<file path="src/rtl/mips_bus_arbiter.sv">
`default_nettype none
// ============================================================================
// Module      : mips_bus_arbiter
// Description : Shares one Avalon-style memory bus between instruction fetch
//               and data load/store, data-first with a fetch starvation guard.
// Revision    : 1.0 - initial release
// ============================================================================

module mips_bus_arbiter #(
  parameter int unsigned MAX_DATA_RUN = 4
) (
  input  logic        clk,
  input  logic        reset,

  // Instruction-fetch requester
  input  logic [31:0] if_address,
  input  logic        if_read,
  output logic        if_waitrequest,
  output logic [31:0] if_readdata,

  // Data-memory requester
  input  logic [31:0] dm_address,
  input  logic        dm_read,
  input  logic        dm_write,
  input  logic [31:0] dm_writedata,
  input  logic [3:0]  dm_byteenable,
  output logic        dm_waitrequest,
  output logic [31:0] dm_readdata,

  // Shared memory bus
  output logic [31:0] address,
  output logic        read,
  output logic        write,
  output logic [31:0] writedata,
  output logic [3:0]  byteenable,
  input  logic        waitrequest,
  input  logic [31:0] readdata
);

  localparam int unsigned              c_CNT_W    = $clog2(MAX_DATA_RUN + 1);
  localparam logic [c_CNT_W-1:0]       c_RUN_MAX  = c_CNT_W'(MAX_DATA_RUN);
  localparam logic [c_CNT_W-1:0]       c_RUN_ONE  = c_CNT_W'(1);

  localparam logic [1:0] c_ST_IDLE  = 2'd0;
  localparam logic [1:0] c_ST_ISSUE = 2'd1;
  localparam logic [1:0] c_ST_RDATA = 2'd2;
  localparam logic [1:0] c_ST_DONE  = 2'd3;

  logic [1:0]         r_state;
  logic [1:0]         w_state_nxt;

  logic [c_CNT_W-1:0] r_run_cnt;
  logic               r_sel_dm;
  logic               r_is_write;

  logic [31:0]        r_address;
  logic               r_read;
  logic               r_write;
  logic [31:0]        r_writedata;
  logic [3:0]         r_byteenable;
  logic               r_if_wait;
  logic               r_dm_wait;
  logic [31:0]        r_if_readdata;
  logic [31:0]        r_dm_readdata;

  logic               w_dm_req;
  logic               w_grant_dm;
  logic               w_grant_if;
  logic               w_read_nxt;
  logic               w_write_nxt;
  logic               w_done_nxt;
  logic               w_capture;
  logic               w_if_wait_nxt;
  logic               w_dm_wait_nxt;

  // Data wins unless fetch is waiting and data has already had its run.
  assign w_dm_req   = dm_read | dm_write;
  assign w_grant_dm = (r_state == c_ST_IDLE) && w_dm_req &&
                      (!if_read || (r_run_cnt < c_RUN_MAX));
  assign w_grant_if = (r_state == c_ST_IDLE) && !w_grant_dm && if_read;

  // --------------------------------------------------------------------------
  // State register
  // --------------------------------------------------------------------------
  always_ff @(posedge clk) begin
    if (reset) begin
      r_state <= c_ST_IDLE;
    end else begin
      r_state <= w_state_nxt;
    end
  end

  // --------------------------------------------------------------------------
  // Next-state logic
  // --------------------------------------------------------------------------
  always_comb begin
    w_state_nxt = r_state;
    case (r_state)
      c_ST_IDLE: begin
        if (w_grant_dm || w_grant_if) begin
          w_state_nxt = c_ST_ISSUE;
        end
      end
      c_ST_ISSUE: begin
        if (!waitrequest) begin
          w_state_nxt = r_is_write ? c_ST_DONE : c_ST_RDATA;
        end
      end
      c_ST_RDATA: w_state_nxt = c_ST_DONE;
      c_ST_DONE:  w_state_nxt = c_ST_IDLE;
      default:    w_state_nxt = c_ST_IDLE;
    endcase
  end

  // --------------------------------------------------------------------------
  // Output logic: next values for the registered bus and port outputs
  // --------------------------------------------------------------------------
  always_comb begin
    w_read_nxt  = 1'b0;
    w_write_nxt = 1'b0;
    w_done_nxt  = 1'b0;
    w_capture   = 1'b0;
    case (r_state)
      c_ST_IDLE: begin
        w_read_nxt  = w_grant_if || (w_grant_dm && !dm_write);
        w_write_nxt = w_grant_dm && dm_write;
      end
      c_ST_ISSUE: begin
        w_read_nxt  = r_read  && waitrequest;
        w_write_nxt = r_write && waitrequest;
        w_done_nxt  = !waitrequest && r_is_write;
      end
      c_ST_RDATA: begin
        w_done_nxt = 1'b1;
        w_capture  = 1'b1;
      end
      default: begin
        w_read_nxt  = 1'b0;
        w_write_nxt = 1'b0;
      end
    endcase
    w_if_wait_nxt = !(w_done_nxt && !r_sel_dm);
    w_dm_wait_nxt = !(w_done_nxt &&  r_sel_dm);
  end

  // --------------------------------------------------------------------------
  // Request latch, run counter and output registers
  // --------------------------------------------------------------------------
  always_ff @(posedge clk) begin
    if (reset) begin
      r_address     <= 32'd0;
      r_read        <= 1'b0;
      r_write       <= 1'b0;
      r_writedata   <= 32'd0;
      r_byteenable  <= 4'd0;
      r_if_wait     <= 1'b1;
      r_dm_wait     <= 1'b1;
      r_if_readdata <= 32'd0;
      r_dm_readdata <= 32'd0;
      r_sel_dm      <= 1'b0;
      r_is_write    <= 1'b0;
      r_run_cnt     <= '0;
    end else begin
      r_read    <= w_read_nxt;
      r_write   <= w_write_nxt;
      r_if_wait <= w_if_wait_nxt;
      r_dm_wait <= w_dm_wait_nxt;

      if (w_grant_dm) begin
        r_address    <= dm_address;
        r_writedata  <= dm_writedata;
        r_byteenable <= dm_byteenable;
        r_sel_dm     <= 1'b1;
        r_is_write   <= dm_write;
        // A data run only counts against a fetch that is actually waiting.
        if (!if_read) begin
          r_run_cnt <= '0;
        end else if (r_run_cnt != c_RUN_MAX) begin
          r_run_cnt <= r_run_cnt + c_RUN_ONE;
        end
      end else if (w_grant_if) begin
        r_address    <= if_address;
        r_writedata  <= 32'd0;
        r_byteenable <= 4'b1111;
        r_sel_dm     <= 1'b0;
        r_is_write   <= 1'b0;
        r_run_cnt    <= '0;
      end

      if (w_capture) begin
        if (r_sel_dm) begin
          r_dm_readdata <= readdata;
        end else begin
          r_if_readdata <= readdata;
        end
      end
    end
  end

  assign address        = r_address;
  assign read           = r_read;
  assign write          = r_write;
  assign writedata      = r_writedata;
  assign byteenable     = r_byteenable;
  assign if_waitrequest = r_if_wait;
  assign dm_waitrequest = r_dm_wait;
  assign if_readdata    = r_if_readdata;
  assign dm_readdata    = r_dm_readdata;

endmodule

`default_nettype wire

</file>
<file path="config.mk">
export PLATFORM = sky130hd
export DESIGN_NAME = mips_bus_arbiter
export DESIGN_NICKNAME = d
export VERILOG_FILES = /design/src/rtl/mips_bus_arbiter.sv
export SDC_FILE = /design/constraint.sdc
export NUM_CORES = 1
export LEC_CHECK = 0
export ABC_AREA = 1
export BUFFER_PORTS_ARGS = -buffer_cell sky130_fd_sc_hd__buf_2
export CAP_MARGIN = 25
export CORE_AREA = 4 4 127 129
export DETAILED_ROUTE_END_ITERATION = 16
export DIE_AREA = 0 0 131 133
export HOLD_SLACK_MARGIN = 0.15
export PLACE_DENSITY = 0.7
export SETUP_SLACK_MARGIN = 0.5
export SYNTH_ARGS = -nofsm -noshare
export SYNTH_HDL_FRONTEND = slang
export SYNTH_SLANG_ARGS = --single-unit
export TNS_END_PERCENT = 20
</file>
<file path="constraint.sdc">
create_clock -name clk -period 1.5 [get_ports clk]
set_input_delay 0.075 -clock clk [delete_from_list [all_inputs] [get_ports clk]]
set_output_delay 0.075 -clock clk [all_outputs]
set_load 0.01 [all_outputs]
</file>
# Word level (Yosys, flattened, before mapping)
# Index checks and enable logic that the tools add are counted.
# totals
regBits	143
in_bits	138
out_inout_bits	136
word_cells	72
# op_classes
addsub	1
magnitude_cmp	1
eq_ne	7
mux	21
bitwise	2
reduce_logical	27
# op_table
cell	count
$mux W32	4
$mux W3	4
$logic_and A1 B1 Y1	11
$mux W4	2
$pmux W2 S4	1
$reduce_and A2 Y1	4
$logic_not A1 Y1	7
$pmux W1 S2	3
$mux W1	5
$eq A2 B2 Y1 const B	2
$mux W2	2
$add A3 B1 Y3 const B	1
$logic_or A1 B1 Y1	3
$lt A3 B3 Y1 const B	1
$ne A3 B2 Y1 const B	1
$ne A3 B3 Y1 const B	1
$eq A2 B1 Y1 const B	1
$logic_not A2 Y1	1
$ne A2 B1 Y1 const B	1
$ne A2 B2 Y1 const B	1
$reduce_bool A2 Y1	1
$not A1 Y1	1
$or A1 B1 Y1	1

# Logic depth before layout (Yosys ltp)
# logic_depth
word_depth	9
ltp_mapped	9
mapped_depth_nobuf	7

# Worst setup path after synthesis
# No wires, ideal clock.
# synth_timing
path_kind	register -> register
start	register r_state[0]
end	register r_if_readdata[10] (netlist: if_readdata[10])
setup_time_ps	116
arrival_ps	1213
t_required_ps	1384
path_slack_ps	172
stages_incl_launch_ff	9
n_path_buf	1
period_less_slack_ps	1328
path_cell_list	dfxtp_1 > inv_1 > ha_1 > inv_1 > nor2_1 > inv_1 > buf_2 > nor2_1 > nor2_1
# synth_via
elab_chain_len	3
# synth_rtl
element	line	source
start, declared	49	logic [1:0] r_state;
start signal, assigned	87	r_state <= c_ST_IDLE;
start signal, assigned	89	r_state <= w_state_nxt;
$eq A2 B2 Y1	123	case (r_state)
$mux W1	123	
$reduce_and A2 Y1 (no source line)	--	
end signal, assigned	194	r_if_readdata <= readdata;
end, declared	63	logic [31:0] r_if_readdata;
# Every way passes these cells.
# A chain may end at the register's enable or synchronous reset.

# Worst setup path in the final report
# layout_timing
start	register r_state[0]
end	register r_address[13] (netlist: address[13])
# layout_via
elab_chain_len	7
word_cells_on_any_way	8
cone_classes	1 x mux; 7 x reduce/logical
# layout_rtl
element	line	source
$logic_not A2 Y1 (*)	78, 80	
$logic_and A1 B1 Y1 (2 in series)	78	assign w_grant_dm = (r_state == c_ST_IDLE) && w_dm_req &&
$logic_not A1 Y1	80	assign w_grant_if = (r_state == c_ST_IDLE) && !w_grant_dm && if_read;
$logic_and A1 B1 Y1 (2 in series)	80	
$reduce_bool A2 Y1 (no source line)	--	
end signal, assigned	170	r_address <= dm_address;
end signal, assigned	182	r_address <= if_address;
end, declared	56	logic [31:0] r_address;
# Every way passes the cells marked *; elsewhere a longest branch is shown, timed or not.

==> flow_summary.ini <==
[outcome]
status = finished, final reports clean

[synthesis]
synth_cell_types = 26
yosys-top-cells-count = 143 x dfxtp_1, 142 x nor2_1, 107 x inv_1
yosysTopAreaCellShare_pct = 47.1
synth_top_family_by_area = simple AND/OR/NAND/NOR gates
async_flop_share_pct = 0
yosysTopAreaCell = dfxtp_1
syn_area_per_cell_um2 = 7.72
synthFlopType = dfxtp_1
synth_edf_count = 0
syn_nets = 930
ys_seq_area_share_pct = 47.1
synthXorXnorAreaFrac_pct = 0
synthesis.area_um2 = 6070
synth_mux_area_share_pct = 0
synth-seq-cells = 143
synthTopCellsByArea = dfxtp_1 47%, nor2_1 8.8%, inv_1 6.6%
syn-instance-count = 787
synth_simple_gate_area_share_pct = 25.6
synth.most_common_cell = dfxtp_1
yosys_warnings = 0
synth-adder-area-share_pct = 1.03
synth_compound_area_share_pct = 13.5

[clock_tree]
htree_levels = 4
cts_tree = built
cts.sink_count = 143
cts_made_buffers = 17
clkLatencyLatePin_ps = 420
cts_buffer_depth = 2
cts-root-buf = clkbuf_16
clkSlewWorstSetupHoldPaths_ps = 60

[drt]
wl_met2_um = 10500
routed.top_layer = met4
route.detailed.drc = 0
drtIter0Drc = 432
postRouteAntennaNets = 0
drt-total-wl_um = 20800
drt-met1-wl_um = 7890
dr_total_vias = 6895
via_per_inst = 4.93
met3_length_um = 1430
firstDrtPassIters = 7
wl_per_cell_um = 14.9

[power_and_ir_drop]
p_seq_share_pct = 31.8
combPwrFrac_pct = 44.6
swShare_pct = 38.8
power_density_nw_per_um2 = 1760
leakage_uw = 0.00504
pwr-share-clk_pct = 23.6
vdd_ir_drop_max_uv = 949
power.switching_uw = 6760
p_int_uw = 10700

[run]
max-cap-violations = 0

[finish]
n_antenna_cell = 0
fin_area_um2 = 9900
nets = 1342
drive_above_1_share_pct = 33.3
fill_cells = 1179
instances_no_fill = 1400
syn_to_final_growth_pct = 63.0

[placement]
portBuffers = 273
dp.cells = 1214
gp_congestion = 0.852
place_area_um2 = 7580
place_hpwl_um = 12200

[worst_setup_path]
crit_family = buffers and inverters
path_class = reg -> reg
crit_required_ps = 1810
crit_chain = inv_2 > ha_4 > buf_12 > nand3_4 > buf_12 > nand2_1 > nand3_1 > nand2_1 > inv_1
crit_fanout = 36
max_stage_delay_ps = 320
endpoint_kind = flip-flop
worst-path-buf-inv = 4
startpoint_type = flip-flop
cpMaxStageDelayCell = dfxtp_2
worstPathArrival_ps = 1710

[sta]
fin_crit_sh_pct = 93.4
hold_violations = 0
rsz0062_at_grt = true
drv_slew = 0
setup_viol = 0
relSlewSlack_pct = 72.0
timing.setup.tns_ps = 0
clock_skew_ps = 8.75
fmax_ghz = 0.714
period_minus_slack_ps = 1400
max_slew.worst_pin.slew_ps = 419

[die]
dieArea_um2 = 17400
core_area_um2 = 15000
dieWidth_um = 131
initial_utilization_pct = 40.4
io_pins = 274
row_count = 45
die_h_um = 133

[worst_hold_path]
hold_path_class = in -> reg

[global_routing]
grt_pass1_wl_um = 31700
grt_pass1_vias = 6647
grt_max_degree = 62
antenna_found_initial = 0
grt-ovfl-total = 0
track_usage_pct = 22.5
[cell usage in the layout (no fill, tap or decap), types with 3 or more instances in the layout]
cell type / n
inv_6: 4
o21ai_2: 33
buf_6: 3
dfxtp_1: 141
buf_4: 13
o21ai_1: 17
inv_8: 4
a21oi_1: 41
ha_1: 4
nand3_1: 61
nand3_2: 10
buf_2: 273
inv_1: 102
clkbuf_16: 20
buf_12: 9
clkinv_4: 3
inv_2: 6
nand4_1: 34
nor2_4: 3
nor2_1: 141
o21ai_0: 51
dlygate4sd3_1: 138
nand2_1: 77
buf_16: 5
clkinvlp_4: 3
[final cells by class]
cell class	instances	area (um2)	share of cell area, %
Clock buffer	17	425	4.30
Tap cell	188	235	2.38
Sequential cell	143	2870	29.0
Inverter	111	444	4.49
Timing Repair Buffer	444	3270	33.1
Multi-Input combinational cell	481	2490	25.2
Timing Repair inverter	1	11.3	0.114
Clock inverter	15	153	1.54
[registers in the layout, summed over array words and instances (netlist names)]
| register | flops |
|---|---|
| address | 32 |
| r_run_cnt | 3 |
| write | 1 |
| writedata | 32 |
| byteenable | 4 |
| r_sel_dm | 1 |
| read | 1 |
| dm_waitrequest | 1 |
| r_is_write | 1 |
| if_waitrequest | 1 |
| dm_readdata | 32 |
| if_readdata | 32 |
| r_state | 2 |
[per-stage QoR]
stage,hold slack (ps),power [uW],setup slack (ps),util (%)
floorplan,210,9910,246,-
finish,185,17400,99.7,65.8
global route,196,18500,26.6,65.8
CTS,164,17100,145,65.0
detailed placement,317,11800,3.08,50.4
global placement,310,11700,40.0,50.4
[tightest hold or removal path: stages]
cell     delay (ps)
buf_2            90
inv_2            70
buf_12          190
nand2_1          90
nor2_1           40
[routing by layer]
metal,vias up,track usage [%]
met4,0,12.6
met2,335,38.0
met5,-,0
met1,3118,25.2
li1,3347,-
met3,95,6.10
[power groups by stage]
stage               Sequential (uW)  Clock [uW]  Combinational, uW
finish                         5540        4120               7780
global route                   5670        4370               8450
CTS                            5510        4200               7400
detailed placement             5580           0               6220
global placement               5570           0               6130
floorplan                      6060           0               3850
[worst paths after layout]
| check | startpoint | end | slack [ps] | cells after the start |
|---|---|---|---|---|
| max reg2reg | r_state[0]$_SDFFE_PP0P_ | address[13]$_SDFFE_PP0P_ | 100 | 9 |
| max | r_state[0]$_SDFFE_PP0P_ | address[13]$_SDFFE_PP0P_ | 100 | 9 |
| min | reset | r_state[0]$_SDFFE_PP0P_ | 180 | 5 |
| min reg2reg | write$_SDFF_PP0_ | write$_SDFF_PP0_ | 470 | 2 |
[logic make-up after synthesis]
group,after synthesis
fa+ha+maj,5
flops,143
buf+inv,164
simple gates,333
compound gates,142
[what timing repair did]
item                       in CTS  in global routing
setup buffers                   7                  1
gates cloned                    5                  3
resized for setup              21                 25
pin swaps                       4                  3
setup endpoints to repair     159                243
hold buffers                  138                  0
hold endpoints to repair      141                  0
Power figures use the tool's default switching activity.
